===== src/rtl/mux_nx1_rr.sv =====
// ---------------------------------------------------------------------------
// mux_nx1_rr
//
// N-channel, W-bit multiplexer with a one-entry registered output stage.
// Each producer channel offers a word with valid/ready. One channel is granted
// per transfer, either by the external fixed select or by round-robin search
// starting after the last served channel. The chosen word is held in the
// output register until the consumer takes it.
//
// Parameters
//   WIDTH  data width per channel (1..64)
//   CH     number of input channels (power of two, 2..16)
//   SELW   channel index width, derived from CH (do not override)
//
// Ports
//   clk        clock, rising edge
//   rst        asynchronous active-high reset
//   in_data    CH*WIDTH packed channel words, channel i at [i*WIDTH +: WIDTH]
//   in_valid   per-channel data-present flags
//   in_ready   per-channel accept, combinational, one-hot or zero
//   mode       0 = fixed select, 1 = round-robin
//   sel        channel used in fixed mode
//   out_data   registered selected word
//   out_ch     index of the channel that supplied out_data
//   out_valid  output register holds a word
//   out_ready  consumer accepts the word this cycle
// ---------------------------------------------------------------------------
module mux_nx1_rr #(
    parameter int WIDTH = 8,
    parameter int CH    = 4,
    parameter int SELW  = $clog2(CH)
) (
    input  logic                  clk,
    input  logic                  rst,
    input  logic [CH*WIDTH-1:0]   in_data,
    input  logic [CH-1:0]         in_valid,
    output logic [CH-1:0]         in_ready,
    input  logic                  mode,
    input  logic [SELW-1:0]       sel,
    output logic [WIDTH-1:0]      out_data,
    output logic [SELW-1:0]       out_ch,
    output logic                  out_valid,
    input  logic                  out_ready
);

    // Output-stage and arbitration state
    logic [WIDTH-1:0] out_data_r;
    logic [SELW-1:0]  out_ch_r;
    logic             out_valid_r;
    logic [SELW-1:0]  ptr_r;

    // Combinational arbitration results
    logic             load_s;
    logic             rr_found_s;
    logic [SELW-1:0]  rr_idx_s;
    logic             grant_found_s;
    logic [SELW-1:0]  grant_idx_s;
    logic             transfer_s;
    logic [WIDTH-1:0] grant_data_s;
    logic [CH-1:0]    in_ready_s;

    // The register can take a new word when it is empty or draining now
    assign load_s = !out_valid_r || out_ready;

    // Round-robin search from ptr+1 upward; CH is a power of two, so the
    // SELW-bit addition wraps from CH-1 to 0 by itself. The last candidate
    // (k = CH) is ptr itself, so a lone valid channel is still served.
    always_comb begin
        rr_found_s = 1'b0;
        rr_idx_s   = '0;
        for (int k = 1; k <= CH; k++) begin
            if (!rr_found_s && in_valid[ptr_r + SELW'(k)]) begin
                rr_found_s = 1'b1;
                rr_idx_s   = ptr_r + SELW'(k);
            end else begin
                rr_found_s = rr_found_s;
                rr_idx_s   = rr_idx_s;
            end
        end
    end

    // Choose between the fixed select and the round-robin result
    always_comb begin
        grant_found_s = 1'b0;
        grant_idx_s   = '0;
        case (mode)
            1'b0: begin
                grant_found_s = in_valid[sel];
                grant_idx_s   = sel;
            end
            1'b1: begin
                grant_found_s = rr_found_s;
                grant_idx_s   = rr_idx_s;
            end
            default: begin
                grant_found_s = 1'b0;
                grant_idx_s   = '0;
            end
        endcase
    end

    // A granted channel is valid by construction, so a grant with load is a transfer
    assign transfer_s   = load_s && grant_found_s;
    assign grant_data_s = in_data[grant_idx_s*WIDTH +: WIDTH];

    // Per-channel accept; forced low while reset is asserted
    always_comb begin
        in_ready_s = '0;
        for (int i = 0; i < CH; i++) begin
            if (!rst && transfer_s && (grant_idx_s == SELW'(i))) begin
                in_ready_s[i] = 1'b1;
            end else begin
                in_ready_s[i] = 1'b0;
            end
        end
    end

    assign in_ready = in_ready_s;

    // Output register and round-robin pointer; a load replaces any word that
    // drains on the same edge, giving one word per clock
    always_ff @(posedge clk or posedge rst) begin
        if (rst) begin
            out_data_r  <= '0;
            out_ch_r    <= '0;
            out_valid_r <= 1'b0;
            ptr_r       <= SELW'(CH - 1);
        end else if (transfer_s) begin
            out_data_r  <= grant_data_s;
            out_ch_r    <= grant_idx_s;
            out_valid_r <= 1'b1;
            ptr_r       <= grant_idx_s;
        end else if (out_valid_r && out_ready) begin
            out_valid_r <= 1'b0;
        end else begin
            out_valid_r <= out_valid_r;
        end
    end

    assign out_data  = out_data_r;
    assign out_ch    = out_ch_r;
    assign out_valid = out_valid_r;

endmodule

===== config.mk =====
export PLATFORM = sky130hd
export DESIGN_NAME = mux_nx1_rr
export DESIGN_NICKNAME = d
export VERILOG_FILES = /design/src/rtl/mux_nx1_rr.sv
export SDC_FILE = /design/constraint.sdc
export NUM_CORES = 1
export LEC_CHECK = 0
export BUFFER_PORTS_ARGS = -buffer_cell sky130_fd_sc_hd__buf_2
export CAP_MARGIN = 10
export CORE_AREA = 2 2 55 57
export DETAILED_ROUTE_END_ITERATION = 6
export DIE_AREA = 0 0 57 59
export PLACE_DENSITY = 0.74
export SYNTH_ARGS = -nofsm -noshare
export SYNTH_HDL_FRONTEND = slang
export SYNTH_SLANG_ARGS = --single-unit
export TNS_END_PERCENT = 50

===== constraint.sdc =====
create_clock -name clk -period 1.8 [get_ports clk]
set_input_delay 0.18 -clock clk [delete_from_list [all_inputs] [get_ports clk]]
set_output_delay 0.18 -clock clk [all_outputs]
set_load 0.03 [all_outputs]

==> run summary <==
Worst min-delay path class: in2async
Via count: 1207
Cell Area, Synth: 1070 um2
First-pass GRT wire length: 5899 um
Num rows: 19
Drt pass-1 iters: 4
Layout Skew: 3.493 ps
Port buffer count: 56
CTS H-tree depth: 1
Detailed Route Iter0 Violations: 34
Largest net degree at the start of global routing: 17
Clock Sinks: 13
CTS Buffer Depth: 2
Initial Util: 0.3947
Final Hold Vio Count: 0
Failing checks: negative setup slack
Final worst-path setup slack: -378.2 ps
Met3 WL: 255 um
Drt drc: 0
Count of different cell masters after synthesis: 27
Seq/Total Area, Yosys: 0.3064
P_sw: 679.0 uW
Critical Path RT: 1620 ps
Pwr/cell area: 865.8 nW/um2
RSZ-0062 raised after global routing: true
Core Box Area: 2710 um2
Synthesis-stage register bit count: 13
Crit Path Category: reg2out
DR top layer: met4
Fmax achieved: 459.1 MHz
Worst VDD drop: 0.6644 mV
Worst EP arrival: 2000 ps
# diodes: 0
Critical Path Start Type: flip-flop
Grt ovf: 0
Clock slew at reported path FFs: 80 ps
Measured slew at the worst slew-check pin: 517.4 ps
DR WL met2: 2028 um
Seq pwr share: 0.288
Die Y-Extent: 59 um
Tot GR Track Use: 0.2250
Slew headroom: 0.6547
Syn nets: 154
M1 wire length: 1427 um
Wire per inst: 17.81 um
Setup TNS: -2756 ps
Mapped Avg Cell Area: 9.552 um2
Area grow syn2layout: 65.38%
Crit end category: output pin
Max_cap viols: 0
CTS tree: yes
Pleak: 0.0007734 uW
Share of layout cells above drive strength 1: 0.6409
Commonest non-fill, non-tap cell in the layout: buf_2
Total Nets Final: 224
Area post-placement: 1582 um2
Run status: finished with violations
CTS Buf Count: 3
Clock Power Share: 0.118
Final antenna-violating net count: 0
Die area: 3363 um2
Setup violators final: 12
Most frequent cells in the layout: buf_2, buf_4, nor2b_1
IO Pins: 57
Number of global-route vias before repair: 1304
Detailed Route WL: 3775 um
Placer's final routability congestion estimate: 0.8265
Min Tclk post-route: 2178 ps
DIE WIDTH: 57 um
Initial antenna violation count: 0
Final count of pins violating max slew: 0
Sw Ratio: 0.4433
Logic pwr share: 0.594
Synth Instances: 112
Vias per cell: 5.693
Synth warnings: 0
Top fanout value on the critical path: 7
DP HPWL: 2815 um
Worst skew pair latency: 270 ps
Clk root buf: clkbuf_4
Cell Int Power: 852.7 uW
Final instance area: 1769 um2
Tcrit/Tclk final: 1.210
[synth_stat cells]
cell type | n | area, um2
a21boi_1 | 1 | 7.510
a21oi_1 | 2 | 10.01
a32oi_1 | 17 | 148.9
and3b_1 | 2 | 17.52
buf_2 | 4 | 20.02
buf_4 | 2 | 15.01
buf_6 | 1 | 11.26
clkbuf_1 | 3 | 11.26
dfrtp_1 | 11 | 275.3
dfstp_2 | 2 | 52.55
inv_1 | 5 | 18.77
mux2_1 | 2 | 22.52
mux2_4 | 1 | 15.01
mux2i_1 | 1 | 10.01
mux4_2 | 1 | 22.52
nand2_1 | 13 | 48.80
nand2b_1 | 4 | 25.02
nand3b_1 | 1 | 7.510
nor2_1 | 1 | 3.750
nor2b_1 | 17 | 106.4
nor4_1 | 2 | 12.51
nor4b_1 | 2 | 17.52
o21ai_1 | 3 | 15.01
o221ai_2 | 9 | 135.1
o32a_1 | 2 | 20.02
or2_1 | 2 | 12.51
or4_1 | 1 | 7.510
[registers in the layout (all words and copies together) (netlist names)]
name       count
out_data       8
out_ch         2
out_valid      1
ptr_r          2
[critical path, cell delays in order, from the launching register on]
cell	delay, ps
dfstp_2	590
a21oi_2	70
o32a_1	340
mux2_4	320
nor4_4	210
buf_4	190
[power groups by stage]
stage          Combinational [uW]  Clock (uW)  Sequential [uW]
3_5_place_dp                  809           0              438
4_1_cts                       850         185              437
2_1_floorplan                 391           0              577
3_3_place_gp                  770           0              441
5_1_grt                       963         197              448
6_report                      910         181              441
[layout make-up]
| cell class | count | area (um2) |
|---|---|---|
| clock buffer | 4 | 26.28 |
| sequential | 13 | 327.8 |
| fill | 222 | 940.9 |
| inverter | 5 | 18.77 |
| tap | 31 | 38.79 |
| multi-input combinational | 84 | 900.9 |
| timing repair buffer | 75 | 456.7 |
[per-stage QoR]
step	power, uW	util	instances	hold slack, ps	setup slack, ps
6_report	1532	0.6528	212	28.30	-378.2
5_1_grt	1608	0.6528	212	65.32	-437.4
4_1_cts	1471	0.6177	214	30.36	-364.3
3_5_place_dp	1247	0.5836	206	331.2	-277.2
3_3_place_gp	1211	0.5836	206	318.7	-204.5
2_1_floorplan	967.7	-	112	55.53	-165.9
[layer usage]
metal,vias to the layer above,track usage
met1,573,0.2716
met3,8,0.04585
li1,574,-
met5,-,0
met2,52,0.3990
met4,0,0.07973
[path summary, 6_finish.rpt]
path / end / slack [ps] / startpoint / cells past startpoint
worst max-delay path: in_ready[1] / -380 / ptr_r[1] / 5
worst min-delay path: out_valid / 30 / rst / 2
worst max register to register: out_data[1] / -220 / ptr_r[1] / 7
worst min register to register: out_ch[0] / 490 / out_ch[0] / 2
max in group asynchronous: ptr_r[0] / 1410 / rst / 2
min in group clk: out_valid / 170 / out_ready / 3
[logic make-up (layout without fill, tap and decap cells)]
kind of cell / count (synthesis) / after routing / share of synthesized area
flops: 13 / 13 / 0.3064
simple gates: 45 / 45 / 0.2421
buf+inv: 15 / 84 / 0.07134
mux: 5 / 5 / 0.06549
compound gates: 34 / 34 / 0.3146
[what timing repair did]
action / CTS / global route
setup buffers: 4 / 1
pin swaps: 6 / 8
endpoints found under the setup margin: 12 / 13
hold buffers: 0 / 0
resized for setup: 9 / 17
Power figures use the tool's default switching activity.
